### src/rtl/alu.sv
// 32-bit registered ALU for the execute stage: 18 MIPS-style operations with
// N/Z/C/V status flags, all outputs registered one clock after the inputs.
module alu (
  input  logic        clk,
  input  logic        rst_n,
  output logic [31:0] ans,
  output logic        carry,
  output logic        neg,
  output logic        zero,
  output logic        over,
  input  logic [4:0]  op,
  input  logic [31:0] a,
  input  logic [31:0] b
);

  // No handshake: valid is implied on every edge and the unit is always ready,
  // so one operation is accepted per cycle and its result appears one edge later.

  localparam logic [4:0] OP_AND  = 5'd0;
  localparam logic [4:0] OP_OR   = 5'd1;
  localparam logic [4:0] OP_XOR  = 5'd2;
  localparam logic [4:0] OP_NOR  = 5'd3;
  localparam logic [4:0] OP_ADDU = 5'd4;
  localparam logic [4:0] OP_SUBU = 5'd5;
  localparam logic [4:0] OP_ADD  = 5'd6;
  localparam logic [4:0] OP_SUB  = 5'd7;
  localparam logic [4:0] OP_SLL  = 5'd8;
  localparam logic [4:0] OP_SLLV = 5'd9;
  localparam logic [4:0] OP_SRL  = 5'd10;
  localparam logic [4:0] OP_SRLV = 5'd11;
  localparam logic [4:0] OP_SLT  = 5'd12;
  localparam logic [4:0] OP_SLTU = 5'd13;
  localparam logic [4:0] OP_CLO  = 5'd14;
  localparam logic [4:0] OP_CLZ  = 5'd15;
  localparam logic [4:0] OP_SRA  = 5'd16;
  localparam logic [4:0] OP_SRAV = 5'd17;

  logic [32:0] add_full;
  logic [32:0] sub_full;
  logic [4:0]  shamt;
  logic [31:0] r;
  logic        c;
  logic        v;

  // Subtraction as a + ~b + 1 so the carry out reads as "no borrow".
  assign add_full = {1'b0, a} + {1'b0, b};
  assign sub_full = {1'b0, a} + {1'b0, ~b} + 33'd1;
  assign shamt    = b[4:0];

  function automatic logic [5:0] lead_count(input logic [31:0] v_in, input logic bit_val);
    logic [5:0] n;
    logic       run;
    n   = 6'd0;
    run = 1'b1;
    for (int i = 31; i >= 0; i--) begin
      if (run && (v_in[i] == bit_val)) n = n + 6'd1;
      else                             run = 1'b0;
    end
    return n;
  endfunction

  always_comb begin
    r = 32'd0;
    c = 1'b0;
    v = 1'b0;
    case (op)
      OP_AND:  r = a & b;
      OP_OR:   r = a | b;
      OP_XOR:  r = a ^ b;
      OP_NOR:  r = ~(a | b);
      OP_ADDU: begin
        r = add_full[31:0];
        c = add_full[32];
      end
      OP_SUBU: begin
        r = sub_full[31:0];
        c = sub_full[32];
      end
      OP_ADD: begin
        r = add_full[31:0];
        c = add_full[32];
        v = (a[31] == b[31]) && (add_full[31] != a[31]);
      end
      OP_SUB: begin
        r = sub_full[31:0];
        c = sub_full[32];
        v = (a[31] != b[31]) && (sub_full[31] != a[31]);
      end
      OP_SLL, OP_SLLV: r = a << shamt;
      OP_SRL, OP_SRLV: r = a >> shamt;
      OP_SRA, OP_SRAV: r = $signed(a) >>> shamt;
      OP_SLT:  r = {31'd0, ($signed(a) < $signed(b))};
      OP_SLTU: r = {31'd0, (a < b)};
      OP_CLO:  r = {26'd0, lead_count(a, 1'b1)};
      OP_CLZ:  r = {26'd0, lead_count(a, 1'b0)};
      default: r = 32'd0;
    endcase
  end

  // Reset wins over the in-flight result; Z is cleared too, not derived from ans.
  always_ff @(posedge clk) begin
    if (!rst_n) begin
      ans   <= 32'd0;
      carry <= 1'b0;
      neg   <= 1'b0;
      zero  <= 1'b0;
      over  <= 1'b0;
    end else begin
      ans   <= r;
      carry <= c;
      neg   <= r[31];
      zero  <= (r == 32'd0);
      over  <= v;
    end
  end

endmodule

### config.mk
export PLATFORM = sky130hd
export DESIGN_NAME = alu
export DESIGN_NICKNAME = d
export VERILOG_FILES = /design/src/rtl/alu.sv
export SDC_FILE = /design/constraint.sdc
export NUM_CORES = 1
export LEC_CHECK = 0
export CORE_AREA = 2 2 226 228
export DETAILED_ROUTE_END_ITERATION = 7
export DIE_AREA = 0 0 228 230
export GPL_TIMING_DRIVEN = 0
export SYNTH_ARGS = -nofsm -noshare
export SYNTH_HDL_FRONTEND = slang
export SYNTH_SLANG_ARGS = --single-unit
export TNS_END_PERCENT = 30
### constraint.sdc
create_clock -name clk -period 15.4 [get_ports clk]
set_clock_uncertainty 0.2 [all_clocks]
set_input_delay 1.54 -clock clk [delete_from_list [all_inputs] [get_ports clk]]
set_output_delay 1.54 -clock clk [all_outputs]
set_load 0.02 [all_outputs]
Word-level counts from Yosys, hierarchy flattened. Cells that the tools add are included.

Register bits after elaboration: 36. Latch bits: 0. RAM bits: 0. Memory bits (read-only): 0. Bits of input ports: 71. Output and inout bits: 36. Logic and storage cells: 456. Memories: 0.

Add/subtract/negate cells: 65. $mul: 0. Divide/modulo/power cells: 0. Order comparisons: 2. Equality and inequality tests: 21. Shift-type cells: 3. Muxes and demuxes: 253. Bitwise operators: 36. Reduce and logical (&&, ||, !) cells: 71.

Operator list (number): 2-to-1 mux 6 bit (124); case mux 32 bit (13 select lines) (1); adder 6 x 1 -> 6 bit, second input constant (62); 2-to-1 mux 1 bit (126); adder 32 x 32 -> 33 bit (2); logical AND 1 bit (64); less-than comparator 32 bit (2); inverter 32 bit (2); == test 5 x 4 -> 1 bit, second input constant (8); adder 33 x 1 -> 33 bit, second input constant (1); AND 32 bit (1); logical NOT 32 bit (1); bitwise OR 32 bit (1); << shifter 32 x 5 -> 32 bit (1); right shift 32 x 5 -> 32 bit (1); >>> shifter 32 x 5 -> 32 bit (1); bitwise XOR 32 bit (1); inverter 1 bit (31); == test 5 x 3 -> 1 bit, second input constant (4); == test 5 x 2 -> 1 bit, second input constant (2); == test 5 bit, second input constant (2); OR reduction 2 bit (5); == test 5 x 1 -> 1 bit, second input constant (1); logical NOT 5 bit (1); other kinds (3) (6).

Depth between registers and ports, before layout. Gate-level depths: netlist of the first run.

Depth in word-level cells: 96. Gate-level depth with buffers: 81. Gate-level depth less buffers: 79.

Least setup slack after synthesis of the first run. No wires, ideal clock.

Path type: input port to flip-flop. Start: in a[29]. End: reg zero. Setup time: 0.103 ns. Arrival time: 15.577 ns. Path slack: -0.481 ns. Stages on the path: 78. Path buffers: 2. Cell sequence: clkbuf_1 > clkbuf_1 > a21oi_1 > ha_1 > or3_1 > and2_1 > ha_1 > o21ai_0 > ha_1 > mux2_2 > o2111ai_1 > nand2_1 > a31oi_1 > ha_1 > mux2_2 > o21ai_0 > ha_1 > nor2_1 > [42 not listed] > ha_1 > mux2_2 > ha_1 > mux2i_1 > nand2_1 > o21a_1 > ha_1 > mux2_2 > a21oi_1 > and3_1 > and4_1 > nand4_1 > nor3_1 > nand4_1 > or3_1 > nor4_1 > nand4_1 > a2111oi_2.

Longest elaborated chain between the ends: 92. Elaborated cells between the ends (all ways): 367.

Ends and longest elaborated chain: start: declaration (line 12) `input logic [31:0] a,`; inverter 1 bit (line 56) `if (run && (v_in[i] == bit_val)) n = n + 6'd1;`; logical AND 1 bit (line 56); 2-to-1 mux 6 bit / 2-to-1 mux 1 bit (equally long branches) (line 56); 2-to-1 mux 6 bit / 2-to-1 mux 1 bit (equally long branches) (line 66) `case (op)`; adder 6 x 1 -> 6 bit / logical AND 1 bit (equally long branches) (line 56); 2-to-1 mux 6 bit / 2-to-1 mux 1 bit (equally long branches) (line 56); 2-to-1 mux 6 bit / 2-to-1 mux 1 bit (equally long branches) (line 66); adder 6 x 1 -> 6 bit / logical AND 1 bit (equally long branches) (line 56); [76 not listed]; 2-to-1 mux 6 bit / 2-to-1 mux 1 bit (equally long branches) (line 66); adder 6 x 1 -> 6 bit / logical AND 1 bit (equally long branches) (line 56); 2-to-1 mux 6 bit / 2-to-1 mux 1 bit (equally long branches) (line 56); 2-to-1 mux 6 bit / 2-to-1 mux 1 bit (equally long branches) (line 66); adder 6 x 1 -> 6 bit / logical AND 1 bit (equally long branches) (line 56); 2-to-1 mux 6 bit (line 56); case mux 32 bit (13 select lines) * (line 66); logical NOT 32 bit * (line 112) `zero <= (r == 32'd0);`; end signal: assignment (line 112); end: declaration (line 9) `output logic zero,`.

Every way passes the cells marked *; elsewhere a longest branch is shown, timed or not. The select of a mux whose other input is x is not followed. A chain may end at the register's enable or synchronous reset.

Final worst setup path of the first run.
Start: in a[30]. End: reg zero.

Longest elaborated chain between the ends: 95. Elaborated cells between the ends (all ways): 379.

Ends and longest elaborated chain (line): inverter 1 bit (56); logical AND 1 bit (56); 2-to-1 mux 6 bit / 2-to-1 mux 1 bit (equally long branches) (56); 2-to-1 mux 6 bit / 2-to-1 mux 1 bit (equally long branches) (66); adder 6 x 1 -> 6 bit / logical AND 1 bit (equally long branches) (56); 2-to-1 mux 6 bit / 2-to-1 mux 1 bit (equally long branches) (56); 2-to-1 mux 6 bit / 2-to-1 mux 1 bit (equally long branches) (66); adder 6 x 1 -> 6 bit / logical AND 1 bit (equally long branches) (56); [79 not listed]; 2-to-1 mux 6 bit / 2-to-1 mux 1 bit (equally long branches) (66); adder 6 x 1 -> 6 bit / logical AND 1 bit (equally long branches) (56); 2-to-1 mux 6 bit / 2-to-1 mux 1 bit (equally long branches) (56); 2-to-1 mux 6 bit / 2-to-1 mux 1 bit (equally long branches) (66); adder 6 x 1 -> 6 bit / logical AND 1 bit (equally long branches) (56); 2-to-1 mux 6 bit (56); case mux 32 bit (13 select lines) * (66); logical NOT 32 bit * (112).

Marked as above.

==> results of run 1 <==
[power by group]
part	switching, mW	internal (mW)	leakage, nW	total, mW
Clock	0.0326	0.0594	0.0669	0.0919
Combinational	0.377	0.212	7.38	0.589
Sequential	0.00139	0.0970	0.287	0.0984
Total	0.411	0.368	7.73	0.780
[what timing repair did]
item,4_1_cts,5_1_grt
pin swaps,56,52
endpoints found under the setup margin,6,5
resized for setup,110,42
buffers inserted,69,12
[cell families after synthesis]
group / count (synthesis) / share of synthesized area (%)
AOI/OAI and AO/OA: 754 / 29.3
xor gates and xnor gates: 158 / 9.98
adders and majority gates: 158 / 12.2
buffers and inverters: 278 / 6.54
DFF: 35 / 4.30
muxes: 137 / 10.2
and+or+nand+nor: 925 / 27.5
[cells in the final DEF, fill, tap and decap left out, types with 15 or more instances in the layout]
cell type	n
o22ai_1	18
buf_1	21
inv_1	112
clkdlybuf4s50_1	101
ha_4	20
a221oi_1	16
dfxtp_1	35
or3_1	27
nor2_1	287
and2_1	37
o21bai_1	21
mux4_2	21
nand2b_1	24
nand2_1	227
nor2b_1	44
o31ai_1	21
a211oi_1	40
o211ai_1	29
and3_1	29
nor3_1	60
nor4_1	30
a21oi_1	174
o21ai_0	214
xnor2_1	91
buf_4	84
a31oi_1	28
mux2i_1	92
clkbuf_1	121
nand4_1	22
o21a_1	15
ha_1	135
nand3_1	50
xor2_1	47
a21o_1	25
[cell usage after synthesis, types with 35 or more instances]
| library cell | instances |
|---|---|
| xnor2_1 | 91 |
| ha_1 | 155 |
| o21ai_0 | 229 |
| nor2_1 | 292 |
| a21oi_1 | 179 |
| nand2_1 | 233 |
| and2_1 | 38 |
| mux2i_1 | 94 |
| nor2b_1 | 44 |
| a211oi_1 | 42 |
| dfxtp_1 | 35 |
| nor3_1 | 63 |
| nand3_1 | 50 |
| clkbuf_1 | 126 |
| xor2_1 | 48 |
| inv_1 | 115 |
[sequential cells by signal, indices dropped and copies added, names as in the netlist]
name,count
ans,32
carry,1
over,1
zero,1
[metal layers]
| layer | track usage [%] | up-vias |
|---|---|---|
| met4 | 15.4 | 0 |
| met5 | 0 | - |
| met3 | 3.04 | 196 |
| met1 | 38.4 | 9655 |
| li1 | - | 9284 |
| met2 | 52.6 | 989 |
[critical path: cells and delay by family]
kind	cells	cell delay, ns
mux	7	1.50
compound gates	20	3.63
buf+inv	23	2.81
simple gates	17	2.23
xor+xnor	5	1.08
fa+ha+maj	12	3.05
[per-stage QoR]
step | setup TNS (ns) | worst slack, ns | hold WS (ns)
after floorplan | 0 | 0.0160 | 1.47
after global placement | -11.33 | -3.18 | 2.14
after detailed placement | -12.84 | -3.40 | 2.13
after CTS | -0.442 | -0.442 | 1.66
after global routing | -1.68 | -1.12 | 1.69
final | -0.496 | -0.496 | 1.67
[final timing paths]
check	cells after the start	slack, ns	end
worst max-delay path	84	-0.50	zero
worst min-delay path	4	1.67	ans[0]
[cell type report]
type                       instances  area, um2
antenna                            2       5.00
buffer                           155        676
clock buffer                       6        129
clock inverter                     2       12.5
fill                            5335      30200
inverter                         121        467
multi-input combinational       2132      15100
sequential                        35        701
tap                              672        841
timing repair buffer             187       1690
==> flow_metrics.tcl, run 1 <==
set metrics [dict create \
    slowest_delay_ns 0.54 \
    final-max-slew-violation-count 0 \
    finalCritPeriodShare_pct 103 \
    finish.net_count 2865 \
    grt_pass1_vias 19400 \
    routed-via-count 20100 \
    hold_path.startpoint "a[30]" \
    firstDrtPassIters 6 \
    mappedNetlistArea_mm2 0.0163 \
    grt_max_degree 12 \
    placementRows 82 \
    drt_wl_total_mm 84.2 \
    die_x_um 228 \
    synth_async_sr_flop_share_pct 0 \
    postSynthAreaPerCell_um2 6.66 \
    die_y_extent_um 230 \
    hpwl_after_dpl_mm 69.0 \
    met2_length_mm 39.0 \
    synth_top_cell_area_share_pct 11.9 \
    worst_path_most_repeated_cell "buf_4" \
    antenna_found_initial 2 \
    syn-instance-count 2445 \
    rsz0062_at_grt "yes" \
    finalWeightedCongestion 1.03 \
    min_period_ns 15.90 \
    yosys_warnings 0 \
    synth-edff-count 0 \
    drt.antenna.violating_nets 0 \
    cts.clk_slew.worst_paths_ns 0.05 \
    clock_tree.htree_level_count 2 \
    finish.cell_count_without_fillers 3312 \
    cts-root-buf "clkbuf_16" \
    timing.critical_path.slowest_stage_cell "a221oi_4" \
    cts_tree "built" \
    io_pins 107 \
    crit_fanout 5 \
    worstMarginPinSlew_ns 1.32 \
    report.final.hold_viol_count 0 \
    slew_headroom_pct 12.1 \
    setup_slack_ns -0.496 \
    global_route.usage.total_pct 30.7 \
    path_class "input port to register" \
    synth.yosys.seq_area_share_pct 4.30 \
    layout-drive-gt1-share_pct 10.3 \
    wire_length_of_the_first_global_routing_pass_mm 123 \
    floorplan.initialDensity_pct 32.7 \
    final_core_density_pct 39.4 \
    power.leakage_nw 7.73 \
    critical_path.endpoint_type "register" \
    synth_top_cell_by_area "ha_1" \
    ys_top_cells_by_area "ha_1, o21ai_0, nor2_1, mux2i_1, a21oi_1" \
    yosys_register_bits 35 \
    setup_violations 1 \
    vias_per_cell 6.08 \
    worst_ep_arrival_time_ns 15.87 \
    ys.flop_type "dfxtp_1" \
    cts_hold_repair.buffers 0 \
    cts-root-to-sink-buffers 2 \
    critical_path.startpoint_type "input port" \
    wl_met3_mm 6.15 \
    overflow_after_grt 0 \
    die-area_mm2 0.0524 \
    syn-num-nets 2673 \
    cts_made_buffers 5 \
    max_freq_mhz 62.9 \
    placement.io_buffers 106 \
    violations "negative setup slack" \
    placed_cell_area_mm2 0.0183 \
    drc_errors 0 \
    drt_iter0_markers 2011 \
    highest_signal_layer "met4" \
    timing.hold.worst.class "input port to register" \
    wl_met1_mm 34.3 \
    core_mm2 0.0499 \
    irDropWorstVdd_mv 0.0323 \
    layout.cell_area.non_filler_mm2 0.0197 \
    flow.area_growth_from_synthesis_pct 20.7 \
    p_per_area_mw_per_mm2 39.7 \
    detail_route.wl_per_cell_um 25.4 \
    clock_sink_count 35 \
    max_cap_violations 0 \
    worst-endpoint-required_ns 15.37 \
    status "finished with violations" \
    netlist-cell-type-count 100 \
    worst_setup_path_startpoint "a[30]" \
    total_power_mw 0.780 \
    placed_cells_incl_taps 3224 \
]
(Power assumes the default switching activity.)
==> inputs of run 2 (changes only) <==
- SKIP_LAST_GASP: unset -> 1
==> flow_metrics.tcl, run 2 (synthesis gave the netlist of run 1 again) <==
set metrics [dict create \
    status "finished with violations" \
    violations "max-slew violations, negative setup slack" \
    placementRows 82 \
    cts-root-to-sink-buffers 2 \
    tns_ns -0.471 \
    max_cap_violations 0 \
    clock_tree.htree_level_count 2 \
    worst_setup_path_startpoint "a[30]" \
    rsz0062_at_grt "yes" \
    grt_pass1_vias 19400 \
    capturing_instance_or_port_of_the_critical_path "zero" \
    overflow_after_grt 0 \
    flow.area_growth_from_synthesis_pct 20.6 \
    timing.hold.worst.class "input port to register" \
    global_route.usage.total_pct 30.7 \
    die-area_mm2 0.0524 \
    placement.io_buffers 106 \
    total_power_mw 0.781 \
    worstMarginPinSlew_ns 1.50 \
    finish.cell_count_without_fillers 3312 \
    power.leakage_nw 7.73 \
    layout.cells.most_common "nor2_1" \
    routed-via-count 20300 \
    cpLargestDelayFamily "compound AO/OA/AOI/OAI gates" \
    critical_path.endpoint_type "register" \
    finish.net_count 2865 \
    antenna_found_initial 2 \
    cp_num_cells 84 \
    report.final.hold_viol_count 0 \
    path_class "input port to register" \
    cts_tree "built" \
    slew_headroom_pct -0.0386 \
    setup_slack_ns -0.471 \
    final-max-slew-violation-count 2 \
    io_pins 107 \
    largest-register "ans" \
    floorplan.initialDensity_pct 32.7 \
    finalWeightedCongestion 1.03 \
    drt_wl_total_mm 84.4 \
    timing.critical_path.slowest_stage_cell "a221oi_4" \
    worst-endpoint-required_ns 15.37 \
    detail_route.wl_per_cell_um 25.5 \
    count_of_buffer_and_inverter_cells_on_the_critical_path 23 \
    firstDrtPassIters 8 \
    most-common-layout-cells "nor2_1, nand2_1, o21ai_0" \
    drt_iter0_markers 1920 \
    die_x_um 228 \
    layout-drive-gt1-share_pct 10.2 \
    crit_fanout 5 \
    max_freq_mhz 63.0 \
    worst_path_most_repeated_cell "buf_4" \
    irDropWorstVdd_mv 0.0321 \
    clock_sink_count 35 \
    core_mm2 0.0499 \
    slowest_delay_ns 0.54 \
    largest_register_ff_count 32 \
    cts_made_buffers 5 \
    worst_ep_arrival_time_ns 15.84 \
    drt.antenna.violating_nets 0 \
    placed_cells_incl_taps 3224 \
    die_y_extent_um 230 \
    finalCritPeriodShare_pct 103 \
    cts-root-buf "clkbuf_16" \
    hpwl_after_dpl_mm 69.0 \
    drc_errors 0 \
    hold_ws_ns 1.67 \
    p_per_area_mw_per_mm2 39.7 \
    vias_per_cell 6.12 \
    final_core_density_pct 39.4 \
    setup_violations 1 \
    grt_max_degree 12 \
    min_period_ns 15.87 \
    cts_hold_repair.buffers 0 \
    critical_path.startpoint_type "input port" \
    cts.clk_slew.worst_paths_ns 0.05 \
    wire_length_of_the_first_global_routing_pass_mm 123 \
]
==> run 2: cell counts in the layout (fill, tap and decap cells not counted) <==
Identical to the previous run, type by type.
==> run 2: area by class of cell <==
cell class | count | area (um2)
Buffer | 155 | 676
Clock buffer | 6 | 129
Antenna cell | 2 | 5.00
Inverter | 121 | 467
Sequential cell | 35 | 701
Multi-Input combinational cell | 2132 | 15100
Timing Repair Buffer | 187 | 1690
Fill cell | 5333 | 30200
Clock inverter | 2 | 12.5
Tap cell | 672 | 841
==> run 2: through the flow <==
stage / setup WS (ns) / instance area (um2)
5_1_grt: -1.12 / 19600
2_1_floorplan: 0.0160 / 16300
3_5_place_dp: -3.40 / 18300
6_report: -0.471 / 19700
3_3_place_gp: -3.18 / 18200
4_1_cts: -0.442 / 19400
==> run 2: layer usage <==
metal  up-vias  GRT usage (%)  share of wire [%]
met5         -              0                  0
met4         0           15.4                6.2
met3       216           3.04                7.4
met2      1051           52.6                 46
met1      9732           38.4                 41
li1       9284              -                  -
==> run 2: report_power, final <==
| part | internal [mW] | switching [mW] | total (mW) | leakage, nW |
|---|---|---|---|---|
| clock | 0.0594 | 0.0326 | 0.0920 | 0.0669 |
| sequential | 0.0970 | 0.00139 | 0.0984 | 0.287 |
| combinational | 0.212 | 0.379 | 0.590 | 7.38 |
==> run 2: worst min path at each step <==
| stage | from | slack [ns] | depth (start not counted) | end |
|---|---|---|---|---|
| floorplan | rst_n | 1.47 | 1 | ans[26] |
| global placement | ans[10] | 2.14 | 1 | ans[10] |
| detailed placement | ans[3] | 2.13 | 1 | ans[3] |
| CTS | a[31] | 1.66 | 5 | carry |
| global route | a[30] | 1.69 | 4 | ans[0] |
| finish | a[30] | 1.67 | 4 | ans[0] |
==> run 2: what timing repair did <==
| action | 4_1_cts | 5_1_grt |
|---|---|---|
| endpoints found under the setup margin | 6 | 5 |
| buffers inserted | 69 | 12 |
| resized for setup | 110 | 39 |
| pin swaps | 56 | 50 |
